===== src/rtl/cntrl_spi_regs_pkg.sv =====
// ---------------------------------------------------------------------------
// cntrl_spi_regs_pkg
//   Shared definitions for the SPI control register bank: register map
//   addresses and field bit positions used by the RTL, the benches and the
//   firmware headers generated from them.
// ---------------------------------------------------------------------------
package cntrl_spi_regs_pkg;

  // 7-bit register addresses as seen on the spi_slave parallel bus
  typedef enum logic [6:0] {
    REG_ID                = 7'h00,
    REG_RST_CNTRL         = 7'h01,
    REG_IRQ_CNTRL_STATUS  = 7'h02,
    REG_LED_CNTRL         = 7'h03,
    REG_ADC_DPRAM_CNTRL   = 7'h10,
    REG_ADC_DPRAM_ADDR    = 7'h11,
    REG_ADC_DPRAM_DATA    = 7'h12,
    REG_DDC_CNTRL         = 7'h20,
    REG_DDC_LO_FREQ       = 7'h21,
    REG_AUDIO_I2S_MUX_SEL = 7'h30
  } reg_addr_e;

  // Field positions
  localparam int IRQ_STATUS_LSB = 16;  // status field starts at bit 16
  localparam int IRQ_MAX_WIDTH  = 16;  // enable and status each own 16 bits
  localparam int DPRAM_AINC_BIT = 0;
  localparam int DDC_EN_BIT     = 0;

endpackage


===== src/rtl/cntrl_rst_pulse.sv =====
// ---------------------------------------------------------------------------
// cntrl_rst_pulse
//   Holds the sub-block reset outputs and the single shared down-counter
//   that stretches every reset request to RST_PULSE_CYCLES clocks.
//   Ports:
//     clk, reset  - system clock, asynchronous active-high reset
//     load        - request strobe (only asserted with at least one bit set)
//     set_bits    - reset bits to OR into rst_out
//     rst_out     - registered sub-block resets, active-high
// ---------------------------------------------------------------------------
module cntrl_rst_pulse #(
  parameter int RST_WIDTH        = 4,
  parameter int RST_PULSE_CYCLES = 16
) (
  input  logic                 clk,
  input  logic                 reset,
  input  logic                 load,
  input  logic [RST_WIDTH-1:0] set_bits,
  output logic [RST_WIDTH-1:0] rst_out
);

  localparam int                CNT_W    = $clog2(RST_PULSE_CYCLES + 1);
  localparam logic [CNT_W-1:0]  CNT_LOAD = CNT_W'(RST_PULSE_CYCLES);

  logic [CNT_W-1:0]     cnt_r;
  logic [RST_WIDTH-1:0] rst_r;

  // Reset bits and shared hold counter. A new request reloads the counter so
  // every asserted bit is held a full pulse after the latest request; the
  // bits drop on the edge where the count runs out.
  always_ff @(posedge clk or posedge reset) begin
    if (reset) begin
      rst_r <= '1;
      cnt_r <= CNT_LOAD;
    end else if (load) begin
      rst_r <= rst_r | set_bits;
      cnt_r <= CNT_LOAD;
    end else if (cnt_r <= CNT_W'(1)) begin
      rst_r <= '0;
      cnt_r <= '0;
    end else begin
      cnt_r <= cnt_r - CNT_W'(1);
    end
  end

  assign rst_out = rst_r;

endmodule


===== src/rtl/cntrl_spi_regs.sv =====
// ---------------------------------------------------------------------------
// cntrl_spi_regs
//   Control/status register bank behind the SPI slave. Decodes the 7-bit
//   address, holds the control registers driving reset, IRQ, LED, ADC DPRAM,
//   DDC and audio mux logic, and returns read data for MISO serialisation.
//   Ports:
//     clk, reset                 - system clock, asynchronous active-high reset
//     addr, wr_data, wr_en       - register write from spi_slave
//     rd_en, rd_data             - read-complete strobe / combinational read data
//     rst_out                    - sub-block resets (active-high)
//     irq_src, irq               - IRQ source levels / registered interrupt
//     led                        - LED control
//     dpram_addr, dpram_rdata    - ADC DPRAM read port (1-clk synchronous RAM)
//     ddc_en, ddc_lo_freq,
//     ddc_lo_freq_upd            - DDC enable, LO tuning word, update strobe
//     i2s_mux_sel                - audio I2S mux select
//   IRQ_WIDTH must not exceed 16.
// ---------------------------------------------------------------------------
module cntrl_spi_regs
  import cntrl_spi_regs_pkg::*;
#(
  parameter logic [31:0] ID_VALUE         = 32'h1C3A0001,
  parameter int          DPRAM_AW         = 10,
  parameter int          RST_WIDTH        = 4,
  parameter int          RST_PULSE_CYCLES = 16,
  parameter int          IRQ_WIDTH        = 8
) (
  input  logic                 clk,
  input  logic                 reset,
  input  logic [6:0]           addr,
  input  logic [31:0]          wr_data,
  output logic [31:0]          rd_data,
  input  logic                 wr_en,
  input  logic                 rd_en,
  output logic [RST_WIDTH-1:0] rst_out,
  input  logic [IRQ_WIDTH-1:0] irq_src,
  output logic                 irq,
  output logic [1:0]           led,
  output logic [DPRAM_AW-1:0]  dpram_addr,
  input  logic [31:0]          dpram_rdata,
  output logic                 ddc_en,
  output logic [31:0]          ddc_lo_freq,
  output logic                 ddc_lo_freq_upd,
  output logic [1:0]           i2s_mux_sel
);

  // Per-register write strobes
  logic wr_rst_s;
  logic wr_irq_s;
  logic wr_led_s;
  logic wr_ainc_s;
  logic wr_dpaddr_s;
  logic wr_ddc_s;
  logic wr_lo_s;
  logic wr_i2s_s;

  logic                 rst_load_s;
  logic                 dpram_inc_s;
  logic [IRQ_WIDTH-1:0] irq_rise_s;
  logic [IRQ_WIDTH-1:0] irq_clr_s;
  logic [IRQ_WIDTH-1:0] irq_status_nxt_s;
  logic [31:0]          rd_data_s;

  logic [IRQ_WIDTH-1:0] irq_en_r;
  logic [IRQ_WIDTH-1:0] irq_status_r;
  logic [IRQ_WIDTH-1:0] irq_src_d_r;
  logic                 irq_r;
  logic [1:0]           led_r;
  logic                 ainc_r;
  logic [DPRAM_AW-1:0]  dpram_addr_r;
  logic                 ddc_en_r;
  logic [31:0]          ddc_lo_freq_r;
  logic                 ddc_lo_freq_upd_r;
  logic [1:0]           i2s_mux_sel_r;

  // Write address decode; unmapped and read-only addresses produce no strobe
  always_comb begin
    wr_rst_s    = 1'b0;
    wr_irq_s    = 1'b0;
    wr_led_s    = 1'b0;
    wr_ainc_s   = 1'b0;
    wr_dpaddr_s = 1'b0;
    wr_ddc_s    = 1'b0;
    wr_lo_s     = 1'b0;
    wr_i2s_s    = 1'b0;
    if (wr_en) begin
      case (addr)
        REG_RST_CNTRL:         wr_rst_s    = 1'b1;
        REG_IRQ_CNTRL_STATUS:  wr_irq_s    = 1'b1;
        REG_LED_CNTRL:         wr_led_s    = 1'b1;
        REG_ADC_DPRAM_CNTRL:   wr_ainc_s   = 1'b1;
        REG_ADC_DPRAM_ADDR:    wr_dpaddr_s = 1'b1;
        REG_DDC_CNTRL:         wr_ddc_s    = 1'b1;
        REG_DDC_LO_FREQ:       wr_lo_s     = 1'b1;
        REG_AUDIO_I2S_MUX_SEL: wr_i2s_s    = 1'b1;
        default:               wr_rst_s    = 1'b0;
      endcase
    end else begin
      wr_rst_s = 1'b0;
    end
  end

  // A zero write to RST_CNTRL must not restart the pulse
  assign rst_load_s = wr_rst_s && (wr_data[RST_WIDTH-1:0] != '0);

  cntrl_rst_pulse #(
    .RST_WIDTH        (RST_WIDTH),
    .RST_PULSE_CYCLES (RST_PULSE_CYCLES)
  ) u_rst_pulse (
    .clk      (clk),
    .reset    (reset),
    .load     (rst_load_s),
    .set_bits (wr_data[RST_WIDTH-1:0]),
    .rst_out  (rst_out)
  );

  // IRQ status next state: W1C clear first, then new rising edges so a set wins
  always_comb begin
    irq_rise_s = irq_src & ~irq_src_d_r;
    if (wr_irq_s) begin
      irq_clr_s = wr_data[IRQ_STATUS_LSB +: IRQ_WIDTH];
    end else begin
      irq_clr_s = '0;
    end
    irq_status_nxt_s = (irq_status_r & ~irq_clr_s) | irq_rise_s;
  end

  // IRQ enable/status registers, source edge history and registered irq
  always_ff @(posedge clk or posedge reset) begin
    if (reset) begin
      irq_en_r     <= '0;
      irq_status_r <= '0;
      irq_src_d_r  <= '0;
      irq_r        <= 1'b0;
    end else begin
      if (wr_irq_s) begin
        irq_en_r <= wr_data[IRQ_WIDTH-1:0];
      end
      irq_status_r <= irq_status_nxt_s;
      irq_src_d_r  <= irq_src;
      irq_r        <= |(irq_status_r & irq_en_r);
    end
  end

  // Auto-increment only on a pure read of the DPRAM data register
  assign dpram_inc_s = rd_en && !wr_en && (addr == REG_ADC_DPRAM_DATA) && ainc_r;

  // DPRAM control and address; address wraps naturally at 2^DPRAM_AW
  always_ff @(posedge clk or posedge reset) begin
    if (reset) begin
      ainc_r       <= 1'b0;
      dpram_addr_r <= '0;
    end else begin
      if (wr_ainc_s) begin
        ainc_r <= wr_data[DPRAM_AINC_BIT];
      end
      if (wr_dpaddr_s) begin
        dpram_addr_r <= wr_data[DPRAM_AW-1:0];
      end else if (dpram_inc_s) begin
        dpram_addr_r <= dpram_addr_r + DPRAM_AW'(1);
      end
    end
  end

  // LED, DDC and audio mux control registers; LO update strobe follows the write
  always_ff @(posedge clk or posedge reset) begin
    if (reset) begin
      led_r             <= 2'b00;
      ddc_en_r          <= 1'b0;
      ddc_lo_freq_r     <= 32'h0000_0000;
      ddc_lo_freq_upd_r <= 1'b0;
      i2s_mux_sel_r     <= 2'b00;
    end else begin
      if (wr_led_s) begin
        led_r <= wr_data[1:0];
      end
      if (wr_ddc_s) begin
        ddc_en_r <= wr_data[DDC_EN_BIT];
      end
      if (wr_lo_s) begin
        ddc_lo_freq_r <= wr_data;
      end
      ddc_lo_freq_upd_r <= wr_lo_s;
      if (wr_i2s_s) begin
        i2s_mux_sel_r <= wr_data[1:0];
      end
    end
  end

  // Read data mux; unmapped addresses and unused bits read 0
  always_comb begin
    rd_data_s = 32'h0000_0000;
    case (addr)
      REG_ID:                rd_data_s = ID_VALUE;
      REG_RST_CNTRL:         rd_data_s[RST_WIDTH-1:0] = rst_out;
      REG_IRQ_CNTRL_STATUS: begin
        rd_data_s[IRQ_WIDTH-1:0]                  = irq_en_r;
        rd_data_s[IRQ_STATUS_LSB +: IRQ_WIDTH]    = irq_status_r;
      end
      REG_LED_CNTRL:         rd_data_s[1:0] = led_r;
      REG_ADC_DPRAM_CNTRL:   rd_data_s[DPRAM_AINC_BIT] = ainc_r;
      REG_ADC_DPRAM_ADDR:    rd_data_s[DPRAM_AW-1:0] = dpram_addr_r;
      REG_ADC_DPRAM_DATA:    rd_data_s = dpram_rdata;
      REG_DDC_CNTRL:         rd_data_s[DDC_EN_BIT] = ddc_en_r;
      REG_DDC_LO_FREQ:       rd_data_s = ddc_lo_freq_r;
      REG_AUDIO_I2S_MUX_SEL: rd_data_s[1:0] = i2s_mux_sel_r;
      default:               rd_data_s = 32'h0000_0000;
    endcase
  end

  assign rd_data         = rd_data_s;
  assign irq             = irq_r;
  assign led             = led_r;
  assign dpram_addr      = dpram_addr_r;
  assign ddc_en          = ddc_en_r;
  assign ddc_lo_freq     = ddc_lo_freq_r;
  assign ddc_lo_freq_upd = ddc_lo_freq_upd_r;
  assign i2s_mux_sel     = i2s_mux_sel_r;

endmodule


===== config.mk =====
export PLATFORM = sky130hd
export DESIGN_NAME = cntrl_spi_regs
export DESIGN_NICKNAME = d
export VERILOG_FILES = /design/src/rtl/cntrl_spi_regs_pkg.sv /design/src/rtl/cntrl_rst_pulse.sv /design/src/rtl/cntrl_spi_regs.sv
export SDC_FILE = /design/constraint.sdc
export NUM_CORES = 1
export LEC_CHECK = 0
export BUFFER_PORTS_ARGS = -buffer_cell sky130_fd_sc_hd__buf_2
export CORE_ASPECT_RATIO = 1.4
export CORE_UTILIZATION = 45
export CTS_BUF_LIST = sky130_fd_sc_hd__clkbuf_8
export DETAILED_ROUTE_END_ITERATION = 6
export GPL_TIMING_DRIVEN = 0
export PLACE_DENSITY = 0.83
export SYNTH_ARGS = -nofsm -noshare
export SYNTH_HDL_FRONTEND = slang
export SYNTH_HIERARCHICAL = 1
export SYNTH_SLANG_ARGS = --single-unit
export TNS_END_PERCENT = 1

===== constraint.sdc =====
create_clock -name clk -period 1.77 [get_ports clk]
set_input_delay 0 -clock clk [delete_from_list [all_inputs] [get_ports clk]]
set_output_delay 0 -clock clk [all_outputs]
set_load 0.05 [all_outputs]

==> out/summary.txt, run 1 <==
Reg clk slew, reported paths = 0.08 ns
Clock Latency Late Sink = 0.37 ns
Hold Violations, Final = 0
Largest net degree at the start of global routing = 75
CP arrival = 1.75 ns
CTS Buffer Depth = 2
Max Clock Freq = 0.571 GHz
Rows = 41
Post-synth EDFFs = 0
PortBufs = 164
CP max-delay cell = or3b_2
Final setup violation count = 0
GR Layer Usage met1 = 0.313
Top delay family on crit path = simple AND/OR/NAND/NOR gates
Most Crowded Layer GR = met2
Drt pass-1 iters = 5
Critical Path RT = 1.77 ns
Worst path cell trace = buf_2 -> or3b_2 -> nor3_2 -> clkbuf_4 -> a32oi_1 -> o211ai_1 -> clkbuf_4
Status = finished clean
Initial DRC Count = 247
Largest stage delay, worst path = 0.55 ns
Post-layout min period = 1.75 ns
# DRC = 0
Placer congestion estimate = 0.867
Met3 global-route usage = 0.0620
Nets@finish = 683
Leakage = 3.09 nW
# placed instances = 648
Die width = 83.3 µm
Worst Hold Slack = 0.0454 ns
Area grow syn2layout = 39.5%
Max Cap Viol = 0
Vias per inst = 5.77
Grt met2 use = 0.516
Tot GR Track Use = 0.283
Pwr dens = 850 mW/mm²
DIE AREA = 0.00964 mm²
Async SR Flop Fraction = 1.00
Top cell by count, worst path = clkbuf_4
WL final = 13600 µm
Final setup TNS = 0 ns
Yosys warnings = 6
Crit Path Max Fanout = 10
Antenna violations before repair = 0
CTS H-tree lvls = 3
# IOs = 168
#FFs+latches synth = 83
Average wire per standard cell = 19.3 µm
Slew Viols, Final = 0
Layout cells sized above 1 = 0.439
Die height = 116 µm
Yosys cell types = 51
Synth Instances = 377
Total gr overflow = 0
Pre-CTS WS = -0.247 ns
Initial Utilization = 0.463
Final WS setup = 0.0191 ns
Sink Count = 83
Root Buffer = clkbuf_8
Hpwl dp = 9410 µm
Core box area = 0.00898 mm²
TritonCTS clock tree = built
Setup crit end kind = output pin
Worst Tran Pin Value = 0.928 ns
CTS buffer count = 9
Crit path kind = input port to output pin
Worst Hold Class = input port to flop
Seq/Total Area, Yosys = 0.501
Worst path bufs/invs = 3
Final std cells w/o fill = 708
Peak VDD IR = 790 µV
Synthesized cell area = 0.00416 mm²
Clock Skew = 0.00912 ns
Vias = 4088
Vias in the first global route = 4115
Ant diodes = 0
Top_reg_cell synth = dfrtp_1
CP startpoint kind = input port
Antenna Violating Nets Remaining = 0
Global-route wire length before repair = 20900 µm
Slew headroom = 0.381
Syn Nets = 463
RSZ-0062 raised after global routing = yes
Part of the cycle the worst path needs = 0.989
Synthesized area per cell = 11.0 µm²
final cells by class:
cell class | instances | area (µm²)
plain buffers | 21 | 134
clock buffers | 11 | 151
clock inverters | 4 | 42.5
fillers | 708 | 3180
inverters | 27 | 104
multi-input cells | 246 | 1880
flip-flops and latches | 83 | 2080
well taps | 107 | 134
repair buffers | 209 | 1280
routing by layer:
layer / share of wire / up-vias
li1: - / 1823
met1: 0.37 / 2051
met2: 0.54 / 175
met3: 0.056 / 39
met4: 0.032 / 0
met5: 0 / -
logic make-up (layout without fill, tap and decap cells):
logic type | after synthesis | in the layout | share of synthesized area
simple gates | 104 | 104 | 0.135
compound gates | 83 | 83 | 0.154
flops | 83 | 83 | 0.501
mux | 50 | 50 | 0.134
buf+inv | 48 | 272 | 0.0541
xor+xnor | 6 | 6 | 0.0126
fa+ha+maj | 3 | 3 | 0.00902
worst reg2reg max path, delay by kind of cell, from the launching register on:
family	cells	cell delay, ns
compound gates	1	0.07
xor+xnor	1	0.15
fa+ha+maj	1	0.26
flops	1	0.49
simple gates	3	0.44
flip-flops by register name (all words and copies together), names as in the netlist:
register / flops
ddc_en: 1
dpram_addr: 10
irq_src_d_r: 8
irq_en_r: 8
irq_status_r: 8
irq: 1
u_rst_pulse/rst_out: 4
i2s_mux_sel: 2
led: 2
ddc_lo_freq: 32
ddc_lo_freq_upd: 1
ainc_r: 1
u_rst_pulse/cnt_r: 5
synth_stat cells (7+ instances only):
cell	instances	area [µm²]
a22oi_1	7	52.6
buf_2	12	60.1
inv_1	27	101
nand3_1	8	40.0
a22o_1	19	166
dfrtp_1	78	1950
a21oi_1	12	60.1
a221o_1	10	100
nand2_1	32	120
nor3_1	13	65.1
nor2_1	21	78.8
o21ai_0	10	50.1
a222oi_1	8	80.1
mux2_2	46	518
power breakdown:
group	switching, mW	leakage (nW)	internal (mW)
Clock	0.672	0.108	0.709
Combinational	0.800	1.93	0.475
Sequential	0.182	1.05	2.09
path summary, 6_finish.rpt:
check,from,to,slack (ns),cells past startpoint
worst max-delay path,addr[5],rd_data[0],0.02,7
worst min-delay path,addr[6],ddc_en$_DFFE_PP0P_,0.05,4
worst max register to register,dpram_addr[0]$_DFFE_PP0P_,dpram_addr[8]$_DFFE_PP0P_,0.23,6
worst min register to register,ainc_r$_DFFE_PP0P_,ainc_r$_DFFE_PP0P_,0.54,1
max in group asynchronous,reset,irq_src_d_r[0]$_DFF_PP0_,0.77,3
min in group asynchronous,reset,u_rst_pulse/cnt_r[1]$_DFF_PP0_,0.15,3
per-stage QoR:
step	util	instance area (µm²)	power [mW]
floorplan	-	4160	3.12
global placement	0.570	5110	3.43
detailed placement	0.570	5120	3.49
CTS	0.641	5750	4.93
global route	0.646	5800	5.13
finish	0.646	5800	4.93
layout by cell type (no fill, tap or decap), drive strengths merged, types with 3 or more instances in the layout:
master       instances
xnor2                4
o211ai               4
nor3b                3
a221o               10
nor2                22
nand3                8
dfrtp               78
mux2i                4
nand4                3
inv                 29
buf                181
o21ai               13
a21oi               12
a32oi                4
a22o                19
nand2               32
dfstp                5
nor4                 3
a22oi                7
ha                   3
nor3                17
mux2                46
a222oi               8
clkbuf              18
dlygate4sd3         42
what timing repair did:
item / in CTS / in global routing
hold endpoints to repair: 152 / 0
pin swaps: 0 / 2
endpoints found under the setup margin: 21 / 26
hold buffers: 42 / 0
resized for setup: 7 / 9
buffers inserted: 0 / 3
Power figures use the tool's default switching activity.
==> run 2, diff against run 1 <==
--- a/config.mk
+++ b/config.mk
@@ -7,11 +7,11 @@
 export LEC_CHECK = 0
 export BUFFER_PORTS_ARGS = -buffer_cell sky130_fd_sc_hd__buf_2
 export CORE_ASPECT_RATIO = 1.4
-export CORE_UTILIZATION = 45
+export CORE_UTILIZATION = 50
 export CTS_BUF_LIST = sky130_fd_sc_hd__clkbuf_8
 export DETAILED_ROUTE_END_ITERATION = 6
 export GPL_TIMING_DRIVEN = 0
-export PLACE_DENSITY = 0.83
+export PLACE_DENSITY = 0.87
 export SYNTH_ARGS = -nofsm -noshare
 export SYNTH_HDL_FRONTEND = slang
 export SYNTH_HIERARCHICAL = 1
==> constraint.sdc (replaced) <==
create_clock -name clk -period 1.7 [get_ports clk]
set_input_delay 0 -clock clk [delete_from_list [all_inputs] [get_ports clk]]
set_output_delay 0 -clock clk [all_outputs]
set_load 0.05 [all_outputs]
==> out/summary.txt, run 2 (same netlist as run 1, synthesis figures left out) <==
PortBufs = 164
Sink Count = 83
Largest net degree at the start of global routing = 75
Met3 global-route usage = 0.0556
Fill count = 597
CTS H-tree lvls = 3
Drt pass-1 iters = 7
Hold Violations, Final = 0
Final WS setup = 0.0211 ns
Leakage = 3.07 nW
Max Cap Viol = 0
TritonCTS clock tree = built
CP max-delay cell = dfstp_2
# placed instances = 643
Status = finished clean
GR Layer Usage met1 = 0.348
Reg clk slew, reported paths = 0.07 ns
Core box area = 0.00810 mm²
Die width = 79.1 µm
Vias in the first global route = 4054
Largest stage delay, worst path = 0.55 ns
Vias per inst = 5.87
Die height = 110 µm
# DRC = 0
Final std cells w/o fill = 700
Post-layout min period = 1.68 ns
Crit path kind = flop to output pin
Slew headroom = 0.385
Root Buffer = clkbuf_8
Part of the cycle the worst path needs = 0.988
Area grow syn2layout = 39.2%
Placer congestion estimate = 0.897
Antenna Violating Nets Remaining = 0
Crit Path Max Fanout = 3
Most Crowded Layer GR = met2
Pre-CTS WS = -0.282 ns
Initial DRC Count = 344
CP startpoint kind = flop
CP arrival = 1.68 ns
Nets@finish = 680
CTS Buffer Depth = 2
Rows = 39
Hpwl dp = 9110 µm
# IOs = 168
Global-route wire length before repair = 20000 µm
Most frequent cells in the layout = 168 x buf_2, 78 x dfrtp_1, 46 x mux2_2, 40 x dlygate4sd3_1, 32 x nand2_1
Grt met2 use = 0.548
Vias = 4108
Layout cells sized above 1 = 0.445
Clock Latency Late Sink = 0.35 ns
DIE AREA = 0.00869 mm²
Clock Skew = 0.0106 ns
Ant diodes = 0
Largest register FFs = 32
Peak VDD IR = 767 µV
Worst Hold Class = input port to flop
Worst path cell trace = mux2i_1 -> nor2_1 -> a21oi_2 -> nor3_2 -> a221o_1 -> buf_4
Slew Viols, Final = 0
CTS buffer count = 9
Average wire per standard cell = 19.1 µm
Area of the multi-input gates = 0.00190 mm²
Max Clock Freq = 0.596 GHz
FF/Latch Area = 0.00208 mm²
Commonest non-fill, non-tap cell in the layout = buf_2
Worst Tran Pin Value = 0.923 ns
Antenna violations before repair = 0
Pwr dens = 884 mW/mm²
WL final = 13400 µm
Critical Path RT = 1.70 ns
Tot GR Track Use = 0.308
Setup crit end kind = output pin
RSZ-0062 raised after global routing = yes
Final setup violation count = 0
Initial Utilization = 0.514
Total gr overflow = 0
## run 2: critical path, delay by kind of cell, from the launching register on
kind            cells  cell delay (ns)
simple gates        2             0.32
buf+inv             1             0.20
flops               1             0.55
compound gates      2             0.19
mux                 1             0.08
## run 2: repair_timing
item                                   CTS  global route
gates cloned                             0             0
setup endpoints to repair               23            30
buffers inserted                         0             2
hold buffers                            40             0
resized for setup                        9            14
endpoints found under the hold margin  146             0
pin swaps                                0             1
## run 2: area by class of cell
type / count / share of cell area
Buffer: 21 / 0.0240
Clock buffer: 10 / 0.0238
Clock inverter: 5 / 0.00951
Inverter: 27 / 0.0179
Multi-Input combinational cell: 246 / 0.328
Sequential cell: 83 / 0.360
Tap cell: 102 / 0.0220
Timing Repair Buffer: 206 / 0.216
## run 2: path summary, 6_finish.rpt
path	startpoint	end	slack (ns)	cells after the start
max in group asynchronous	reset	dpram_addr[0]$_DFFE_PP0P_	0.69	3
worst min register to register	u_rst_pulse/rst_out[2]$_DFFE_PP1P_	u_rst_pulse/rst_out[2]$_DFFE_PP1P_	0.53	2
worst max-delay path	u_rst_pulse/rst_out[3]$_DFFE_PP1P_	rd_data[3]	0.02	6
worst min-delay path	wr_data[0]	u_rst_pulse/rst_out[0]$_DFFE_PP1P_	0.03	3
worst max register to register	dpram_addr[1]$_DFFE_PP0P_	dpram_addr[6]$_DFFE_PP0P_	0.13	6
min in group asynchronous	reset	u_rst_pulse/cnt_r[0]$_DFF_PP0_	0.17	3
## run 2: stage by stage
| step | utilization | power (mW) | hold slack, ns | area, µm² | setup TNS, ns |
|---|---|---|---|---|---|
| after floorplan | - | 3.25 | -0.176 | 4160 | -13.46 |
| after global placement | 0.631 | 3.57 | -0.0247 | 5110 | -78.47 |
| after detailed placement | 0.631 | 3.66 | -0.00259 | 5110 | -4.15 |
| after CTS | 0.707 | 5.11 | 0.0253 | 5730 | -0.0444 |
| after global routing | 0.715 | 5.34 | 0.0556 | 5790 | -0.115 |
| final | 0.715 | 5.12 | 0.0342 | 5790 | 0 |
## run 2: report_power, final
part	internal (mW)	switching [mW]	leakage, nW
sequential	2.18	0.195	1.05
clock	0.706	0.703	0.0995
combinational	0.492	0.843	1.92
total	3.38	1.74	3.07
## run 2: per-layer routing
layer  part of all wire  vias up
li1                   -     1817
met1               0.36     2021
met2               0.54      220
met3              0.064       50
met4              0.038        0
met5                  0        -
